`config.mk`:
```
export PLATFORM = sky130hd
export DESIGN_NAME = uart_tx_flat
export DESIGN_NICKNAME = d
export VERILOG_FILES = /design/src/rtl/uart_tx_if.sv /design/src/rtl/uart_tx.sv /design/src/flat_wrapper.sv
export SDC_FILE = /design/constraint.sdc
export NUM_CORES = 1
export LEC_CHECK = 0
export CAP_MARGIN = 20
export CORE_MARGIN = 2
export CORE_UTILIZATION = 35
export CTS_BUF_LIST = sky130_fd_sc_hd__clkbuf_4 sky130_fd_sc_hd__clkbuf_8
export DETAILED_ROUTE_END_ITERATION = 8
export SETUP_SLACK_MARGIN = 0.2
export SYNTH_ARGS = -nofsm -noshare
export SYNTH_HDL_FRONTEND = slang
export SYNTH_SLANG_ARGS = --single-unit
```
`constraint.sdc`:
```
create_clock -name clk -period 2.53 [get_ports clk]
set_input_delay 0.253 -clock clk [delete_from_list [all_inputs] [get_ports clk]]
set_output_delay 0.253 -clock clk [all_outputs]
set_load 0.05 [all_outputs]
```
`src/rtl/uart_tx_if.sv`:
```
// Write-side bus of uart_tx: the core pushes bytes and observes ready/occupancy.
interface uart_tx_if #(
  parameter int FIFO_DEPTH = 8
);
  localparam int CW = $clog2(FIFO_DEPTH) + 1;

  logic          wr_valid;
  logic [7:0]    wr_data;
  logic          wr_ready;
  logic [CW-1:0] fifo_count;

  modport master (output wr_valid, wr_data, input wr_ready, fifo_count);
  modport slave  (input wr_valid, wr_data, output wr_ready, fifo_count);
endinterface

```
`src/rtl/uart_tx.sv`:
```
// Byte-wide UART transmitter with a FIFO_DEPTH-entry transmit FIFO, LSB first, no idle gap
// between queued bytes. 8N1 by default; define UART_TX_PARITY_EN for 8E1 frames.
module uart_tx #(
  parameter int CLKS_PER_BIT = 104,
  parameter int FIFO_DEPTH   = 8
) (
  input  logic     clk,
  input  logic     resetn,
  uart_tx_if.slave bus,
  output logic     tx,
  output logic     tx_busy
);
  localparam int            PW       = $clog2(FIFO_DEPTH);
  localparam int            CW       = PW + 1;
  localparam int            TW       = $clog2(CLKS_PER_BIT);
  localparam logic [TW-1:0] BIT_LOAD = TW'(CLKS_PER_BIT - 1);

  typedef enum logic [2:0] {
    IDLE,
    START,
    DATA,
`ifdef UART_TX_PARITY_EN
    PARITY,
`endif
    STOP
  } state_t;

  // ---------------- FIFO ----------------
  logic [7:0]    mem [FIFO_DEPTH];
  logic [PW-1:0] wr_ptr, rd_ptr;
  logic [CW-1:0] count_q;
  logic          push, pop;
  logic [7:0]    head;

  assign bus.wr_ready   = (count_q != CW'(FIFO_DEPTH));
  assign bus.fifo_count = count_q;
  assign push           = bus.wr_valid && bus.wr_ready;
  assign head           = mem[rd_ptr];

  // NOTE: the storage array has no reset; entries are only read where count_q marks them valid.
  always_ff @(posedge clk) begin
    if (push) mem[wr_ptr] <= bus.wr_data;
  end

  always_ff @(posedge clk or negedge resetn) begin
    if (!resetn) begin
      wr_ptr  <= '0;
      rd_ptr  <= '0;
      count_q <= '0;
    end else begin
      if (push) wr_ptr <= wr_ptr + PW'(1);
      if (pop)  rd_ptr <= rd_ptr + PW'(1);
      count_q <= count_q + CW'(push) - CW'(pop);
    end
  end

  // ---------------- framing FSM ----------------
  state_t        state_q, state_d;
  logic          tx_q, tx_d;
  logic [7:0]    shift_q, shift_d;
  logic [2:0]    idx_q, idx_d;
  logic [TW-1:0] timer_q, timer_d;
  logic          start_frame;
`ifdef UART_TX_PARITY_EN
  logic          par_q, par_d;
`endif

  // A new frame starts from IDLE, or straight out of a finished STOP bit when more bytes wait.
  assign start_frame = (count_q != '0) &&
                       ((state_q == IDLE) || ((state_q == STOP) && (timer_q == '0)));

  // NOTE: every output of this block gets a default first, so no path can infer a latch.
  always_comb begin
    state_d = state_q;
    tx_d    = tx_q;
    shift_d = shift_q;
    idx_d   = idx_q;
    timer_d = timer_q;
    pop     = 1'b0;
`ifdef UART_TX_PARITY_EN
    par_d   = par_q;
`endif
    if (timer_q != '0) timer_d = timer_q - TW'(1);

    case (state_q)
      IDLE: ;
      START: begin
        if (timer_q == '0) begin
          tx_d    = shift_q[0];
          idx_d   = '0;
          timer_d = BIT_LOAD;
          state_d = DATA;
        end
      end
      DATA: begin
        if (timer_q == '0) begin
          timer_d = BIT_LOAD;
          if (idx_q == 3'd7) begin
`ifdef UART_TX_PARITY_EN
            tx_d    = par_q;
            state_d = PARITY;
`else
            tx_d    = 1'b1;
            state_d = STOP;
`endif
          end else begin
            shift_d = {1'b0, shift_q[7:1]};
            tx_d    = shift_q[1];
            idx_d   = idx_q + 3'd1;
          end
        end
      end
`ifdef UART_TX_PARITY_EN
      PARITY: begin
        if (timer_q == '0) begin
          tx_d    = 1'b1;
          timer_d = BIT_LOAD;
          state_d = STOP;
        end
      end
`endif
      STOP: begin
        if ((timer_q == '0) && (count_q == '0)) state_d = IDLE;
      end
      default: state_d = IDLE;
    endcase

    if (start_frame) begin
      pop     = 1'b1;
      shift_d = head;
      tx_d    = 1'b0;
      timer_d = BIT_LOAD;
      state_d = START;
`ifdef UART_TX_PARITY_EN
      par_d   = ^head;
`endif
    end
  end

  // NOTE: sequential state uses non-blocking assignments only; the comb block above uses blocking.
  always_ff @(posedge clk or negedge resetn) begin
    if (!resetn) begin
      state_q <= IDLE;
      tx_q    <= 1'b1;
      shift_q <= '0;
      idx_q   <= '0;
      timer_q <= '0;
`ifdef UART_TX_PARITY_EN
      par_q   <= 1'b0;
`endif
    end else begin
      state_q <= state_d;
      tx_q    <= tx_d;
      shift_q <= shift_d;
      idx_q   <= idx_d;
      timer_q <= timer_d;
`ifdef UART_TX_PARITY_EN
      par_q   <= par_d;
`endif
    end
  end

  assign tx      = tx_q;
  assign tx_busy = (count_q != '0) || (state_q != IDLE);

endmodule

```
`src/flat_wrapper.sv`:
```
// flat-port wrapper written by rule: the top's interface ports become plain ports
module uart_tx_flat 
#(
  parameter int CLKS_PER_BIT = 104,
  parameter int FIFO_DEPTH   = 8
)
  (clk, resetn, tx, tx_busy, bus_wr_valid, bus_wr_data, bus_wr_ready, bus_fifo_count);
  uart_tx_if #(.FIFO_DEPTH(FIFO_DEPTH)) bus_i ();
  input  logic clk;
  input  logic resetn;
  output logic tx;
  output logic tx_busy;
  input wire logic [$bits(bus_i.wr_valid)-1:0] bus_wr_valid;
  input wire logic [$bits(bus_i.wr_data)-1:0] bus_wr_data;
  output wire logic [$bits(bus_i.wr_ready)-1:0] bus_wr_ready;
  output wire logic [$bits(bus_i.fifo_count)-1:0] bus_fifo_count;
  assign bus_i.wr_valid = bus_wr_valid;
  assign bus_i.wr_data = bus_wr_data;
  assign bus_wr_ready = bus_i.wr_ready;
  assign bus_fifo_count = bus_i.fifo_count;
  uart_tx #(.CLKS_PER_BIT(CLKS_PER_BIT), .FIFO_DEPTH(FIFO_DEPTH)) u_core (.clk(clk), .resetn(resetn), .bus(bus_i), .tx(tx), .tx_busy(tx_busy));
endmodule
```
==> impl_metrics.ini, run 1 <==
[worst_setup_path]
cp_max_fo = 3
cp-end-kind = flop
cp-start-kind = flop
cp.required_ns = 2.79
cp.arrival_ns = 2.62
crit_type = reg -> reg

[floorplanning]
die_w_um = 115
pin_count = 18
fp.dieH_um = 115
rows = 40
core_area_um2 = 12000
start_util_pct = 35.7
die-area_um2 = 13200

[cells_and_area]
seqCellArea_um2 = 2700
multiInputGateArea_um2 = 1590
most-common-layout-cells = edfxtp_1, buf_4, dfrtp_1
nFillCells = 1084
finalNonFillerCells = 484
drive_gt1_share_pct = 27.6
layout.nets = 361
final_common_cell = edfxtp_1
antenna_cells = 0
area_growth_pct = 18.7
finish.utilization_pct = 42.4

[global_routing]
gr-total-overflow = 0
grt_pass1_vias = 2501
grt_max_degree = 32
antenna_found_initial = 0
grt_pass1_wl_mm = 13.6
grt_usage_pct = 13.5

[logic_synthesis]
ys_ff_latch = 95
synthFlopType = edfxtp_1
yosysSeqAreaShare_pct = 62.9
synth.distinct_cells = 44
synth_warnings = 0
syn_area_um2 = 4290
synthArstFlopShare_pct = 32.6
syn_inst = 290
syn-num-nets = 319
synth_edf_count = 64
avgSynthCellArea_um2 = 14.8

[timing]
relSlewSlack_pct = 65.7
fmax_ghz = 0.424
finalHoldViolations = 0
fin_crit_sh_pct = 93.2
fin_crit_ns = 2.36
finClkSkew_ns = 0.0105
max_slew.worst_pin.slew_ns = 0.514
setup_violations = 0
rsz0062_at_grt = true
slew_violations = 0

[power_and_ir_drop]
p_leak_nw = 1.87
power_per_cell_area_nw_per_um2 = 749
vdd_drop_max_mv = 0.439

[clocking]
cts_tree = built
clk_pin_slew_worst_paths_ns = 0.10
clk_latency_ns = 0.37
cts-root-buf = clkbuf_8
hold_buffers = 0
clock_path_buffers = 2
cts.sinks = 95
cts_buffers = 9
h-tree-depth = 3

[routing]
drtPass1Iterations = 6
drc_errors = 0
num_vias = 2513
wl_per_cell_um = 16.8
drt-vias-per-instance = 5.19
finalWirelength_mm = 8.15
ant_nets = 0
drt_iter0_markers = 142

[hold_path]
hp-class = in -> async

[placement]
dp_hpwl_mm = 5.38
place_inst = 458
port_buffers = 17
gp_congestion = 0.771

[run_status]
status = complete, no violations

[flow_run]
cap_violations = 0
final cells by class:
cell class	count	share of cell area, %
Clock buffer	10	2.58
Clock inverter	6	1.01
Inverter	14	1.20
Multi-Input combinational cell	167	31.2
Sequential cell	95	53.0
Tap cell	147	3.61
Timing Repair Buffer	45	7.41
through the flow:
| stage | total power (W) | TNS (ns) | worst slack, ns | hold slack (ns) | area, µm² |
|---|---|---|---|---|---|
| 2_1_floorplan | 0.00260 | -0.300 | -0.130 | -0.0426 | 4400 |
| 3_3_place_gp | 0.00287 | 0 | 0.110 | 0.481 | 4810 |
| 3_5_place_dp | 0.00289 | 0 | 0.0552 | 0.486 | 4810 |
| 4_1_cts | 0.00385 | 0 | 0.109 | 0.279 | 5040 |
| 5_1_grt | 0.00403 | 0 | 0.0736 | 0.307 | 5100 |
| 6_report | 0.00382 | 0 | 0.172 | 0.275 | 5100 |
flip-flops by register name (all words and copies together), names as in the netlist, 2 cells and up:
signal	cells
u_core.mem	64
u_core.shift_q	8
u_core.state_q	2
u_core.timer_q	7
u_core.wr_ptr	3
u_core.bus.fifo_count	4
u_core.idx_q	3
u_core.rd_ptr	3
per-layer routing:
layer  share of wire [%]  wire (µm)  up-vias  global-route usage (%)
li1                    -          -     1188                       -
met1                  47       3850     1269                    18.6
met2                  48       3870       48                    21.5
met3                 4.1        338        8                    3.48
met4                 1.1         89        0                    3.69
met5                   0          0        -                       0
synth_stat cells (3+ instances only):
cell type / number / area [µm²]
mux4_2: 16 / 360
edfxtp_1: 64 / 1920
a21oi_1: 5 / 25.0
a22oi_1: 7 / 52.6
clkbuf_1: 6 / 22.5
o21ai_1: 8 / 40.0
o21ai_0: 17 / 85.1
buf_2: 6 / 30.0
nor3_1: 6 / 30.0
inv_1: 13 / 48.8
nor2_1: 14 / 52.6
nand2b_1: 5 / 31.3
mux2i_1: 10 / 100
xor2_1: 5 / 43.8
dfrtp_1: 30 / 751
nand2_1: 13 / 48.8
a22o_1: 11 / 96.3
mux2_2: 3 / 33.8
xnor2_1: 3 / 26.3
ha_1: 17 / 213
kinds of logic after synthesis:
| kind of cell | count (synthesis) | share of synthesized area [%] |
|---|---|---|
| DFF | 95 | 62.9 |
| buffers and inverters | 28 | 2.80 |
| xor gates and xnor gates | 8 | 1.63 |
| adders and majority gates | 18 | 5.42 |
| muxes | 29 | 11.5 |
| AOI/OAI and AO/OA | 56 | 8.48 |
| and+or+nand+nor | 56 | 7.29 |
path summary, 6_finish.rpt:
check / from / endpoint / slack (ns) / depth (start not counted)
worst min register to register: u_core.tx / u_core.tx / 0.51 / 2
min in group clk: u_core.tx / u_core.tx / 0.51 / 2
worst max-delay path: u_core.bus.fifo_count[2] / u_core.bus.fifo_count[2] / 0.17 / 11
max in group asynchronous: resetn / u_core.tx / 1.92 / 2
worst max register to register: u_core.bus.fifo_count[2] / u_core.bus.fifo_count[2] / 0.17 / 11
worst min-delay path: resetn / u_core.wr_ptr[1] / 0.28 / 2
report_power, final:
part / total, W / internal (W) / switching (W)
clock: 0.000946 / 0.000386 / 0.000559
sequential: 0.00201 / 0.00189 / 0.000121
combinational: 0.000865 / 0.000351 / 0.000513
repair_timing:
action,in CTS,in global routing
endpoints found under the setup margin,5,4
setup buffers,5,5
pin swaps,7,9
gates resized for setup,4,5
worst max-delay path: stages (launching register included):
cell and delay, ns:
dfrtp_2 0.43, inv_4 0.07, ha_4 0.12, or3b_4 0.37, and2_4 0.18, nor2_4 0.08
inv_2 0.05, ha_4 0.26, inv_2 0.03, ha_4 0.15, fa_2 0.35, xor2_1 0.14
Power figures use the tool's default switching activity.
==> run 2: changes to the inputs <==
GPL_ROUTABILITY_DRIVEN = 0   (was default)
MAX_ROUTING_LAYER = met4   (was default)
==> run 2 against run 1 <==
Clock-buffer cell count stayed put; largest cell class unchanged; global-route usage is 0.41 points higher; critical path depth stayed put; total power hardly changed; clock skew hardly changed; clock power hardly changed; worst hold slack worse by 0.0018 ns; sequential cell count stayed put; sequential share of layout area stayed put; sequential power hardly changed; critical endpoint unchanged; die area stayed put; via count is 0.52% higher.
==> impl_metrics.ini, run 2 (synthesis results as in run 1) <==
[cells_and_area]
most-common-layout-cells = edfxtp_1, buf_4, dfrtp_1
nFillCells = 1084
drive_gt1_share_pct = 27.6
antenna_cells = 0
design_area_um2 = 5100
layout.nets = 361
finalNonFillerCells = 484
regMostFlops = u_core.mem
largest_register_ffs = 64
reg_top3 = u_core.mem (64), u_core.shift_q (8), u_core.timer_q (7)
area_growth_pct = 18.7
final_common_cell = edfxtp_1

[floorplanning]
pin_count = 18
die_w_um = 115
rows = 40
start_util_pct = 35.7
die-area_um2 = 13200
core_area_um2 = 12000
fp.dieH_um = 115

[placement]
postPlaceCellArea_um2 = 4810
place_inst = 458
port_buffers = 17
dp_hpwl_mm = 5.38

[routing]
wl_per_cell_um = 16.8
drc_errors = 0
drt_iter0_markers = 145
finalWirelength_mm = 8.15
drtPass1Iterations = 4
drt-vias-per-instance = 5.22
ant_nets = 0
num_vias = 2526

[timing]
max_slew.worst_pin.slew_ns = 0.541
finalHoldViolations = 0
relSlewSlack_pct = 63.9
finClkSkew_ns = 0.0101
setup_tns_ns = 0
fmax_ghz = 0.424
fin_crit_sh_pct = 93.2
timing.hold.ws_ns = 0.273
rsz0062_at_grt = true
setup_violations = 0
fin_crit_ns = 2.36
slew_violations = 0

[worst_setup_path]
cp-start-kind = flop
cp-end-kind = flop
cp_num_buf_inv = 3
cp_cell_sequence = inv_4 -> ha_4 -> or3b_4 -> and2_4 -> nor2_4 -> inv_2 -> ha_4 -> inv_2 -> ha_4 -> fa_2 -> xor2_1
cp.arrival_ns = 2.62
crit_type = reg -> reg
cp_max_fo = 3
cp.required_ns = 2.79
slowest_stage = dfrtp_2
cpPeakStageDelay_ns = 0.43
cp_common_cell = ha_4
cp_top_family = adder cells

[global_routing]
grt_pass1_vias = 2504
gr-total-overflow = 0
grt_pass1_wl_mm = 13.6
grt_max_degree = 32
grt_usage_pct = 13.9
antenna_found_initial = 0

[clocking]
clock_path_buffers = 2
cts-root-buf = clkbuf_8
cts.sinks = 95
hold_buffers = 0
h-tree-depth = 3
clk_pin_slew_worst_paths_ns = 0.10
clk_latency_ns = 0.37
cts_tree = built
cts_buffers = 9

[hold_path]
hp-class = in -> async

[power_and_ir_drop]
p_leak_nw = 1.87
power_per_cell_area_nw_per_um2 = 750
vdd_drop_max_mv = 0.441

[run_status]
status = complete, no violations

[flow_run]
cap_violations = 0
run 2: per-stage QoR:
stage                     setup slack [ns]  util, %  power, W
after global routing                0.0736     42.4   0.00403
after floorplan                     -0.130        -   0.00260
after global placement               0.110     40.1   0.00287
final                                0.171     42.4   0.00382
after detailed placement            0.0552     40.1   0.00289
after CTS                            0.109     41.9   0.00385
run 2: path summary, 6_finish.rpt:
check	cells after the start	from	slack, ns	endpoint
worst max-delay path	11	u_core.bus.fifo_count[2]	0.17	u_core.bus.fifo_count[2]
worst min-delay path	2	resetn	0.27	u_core.wr_ptr[1]
worst max register to register	11	u_core.bus.fifo_count[2]	0.17	u_core.bus.fifo_count[2]
worst min register to register	2	u_core.tx	0.51	u_core.tx
max in group asynchronous	2	resetn	1.93	u_core.tx
min in group clk	2	u_core.tx	0.51	u_core.tx
run 2: worst register-to-register path: cells and delay by family (launching register included):
family	cells	cell delay, ns
xor gates and xnor gates	1	0.14
adders and majority gates	4	0.88
buffers and inverters	3	0.15
DFF	1	0.43
and+or+nand+nor	3	0.63
run 2: timing repair:
item                                    4_1_cts  5_1_grt
pin swaps                                     7        9
buffers inserted                              5        5
endpoints found under the setup margin        5        4
cloned                                        0        0
gates resized for setup                       4        5
run 2: final cells by class:
type / instances / area [µm²] / area share, %
sequential: 95 / 2700 / 53.0
multi-input combinational: 167 / 1590 / 31.2
timing repair buffer: 45 / 378 / 7.41
tap: 147 / 184 / 3.61
clock buffer: 10 / 131 / 2.58
inverter: 14 / 61.3 / 1.20
clock inverter: 6 / 51.3 / 1.01
run 2: where the power goes:
group	switching, W	internal [W]	total [W]	leakage, nW
registers	0.000120	0.00189	0.00201	0.938
logic	0.000514	0.000351	0.000866	0.841
clock network	0.000562	0.000386	0.000948	0.0922
total	0.00120	0.00263	0.00382	1.87
run 2: routing by layer:
metal / share of wire [%] / GRT usage, % / wire length (µm) / up-vias
li1: - / - / - / 1188
met1: 47 / 18.5 / 3800 / 1270
met2: 48 / 21.5 / 3900 / 60
met3: 4.4 / 3.48 / 359 / 8
met4: 1.1 / 3.78 / 87 / 0
met5: 0 / - / 0 / -
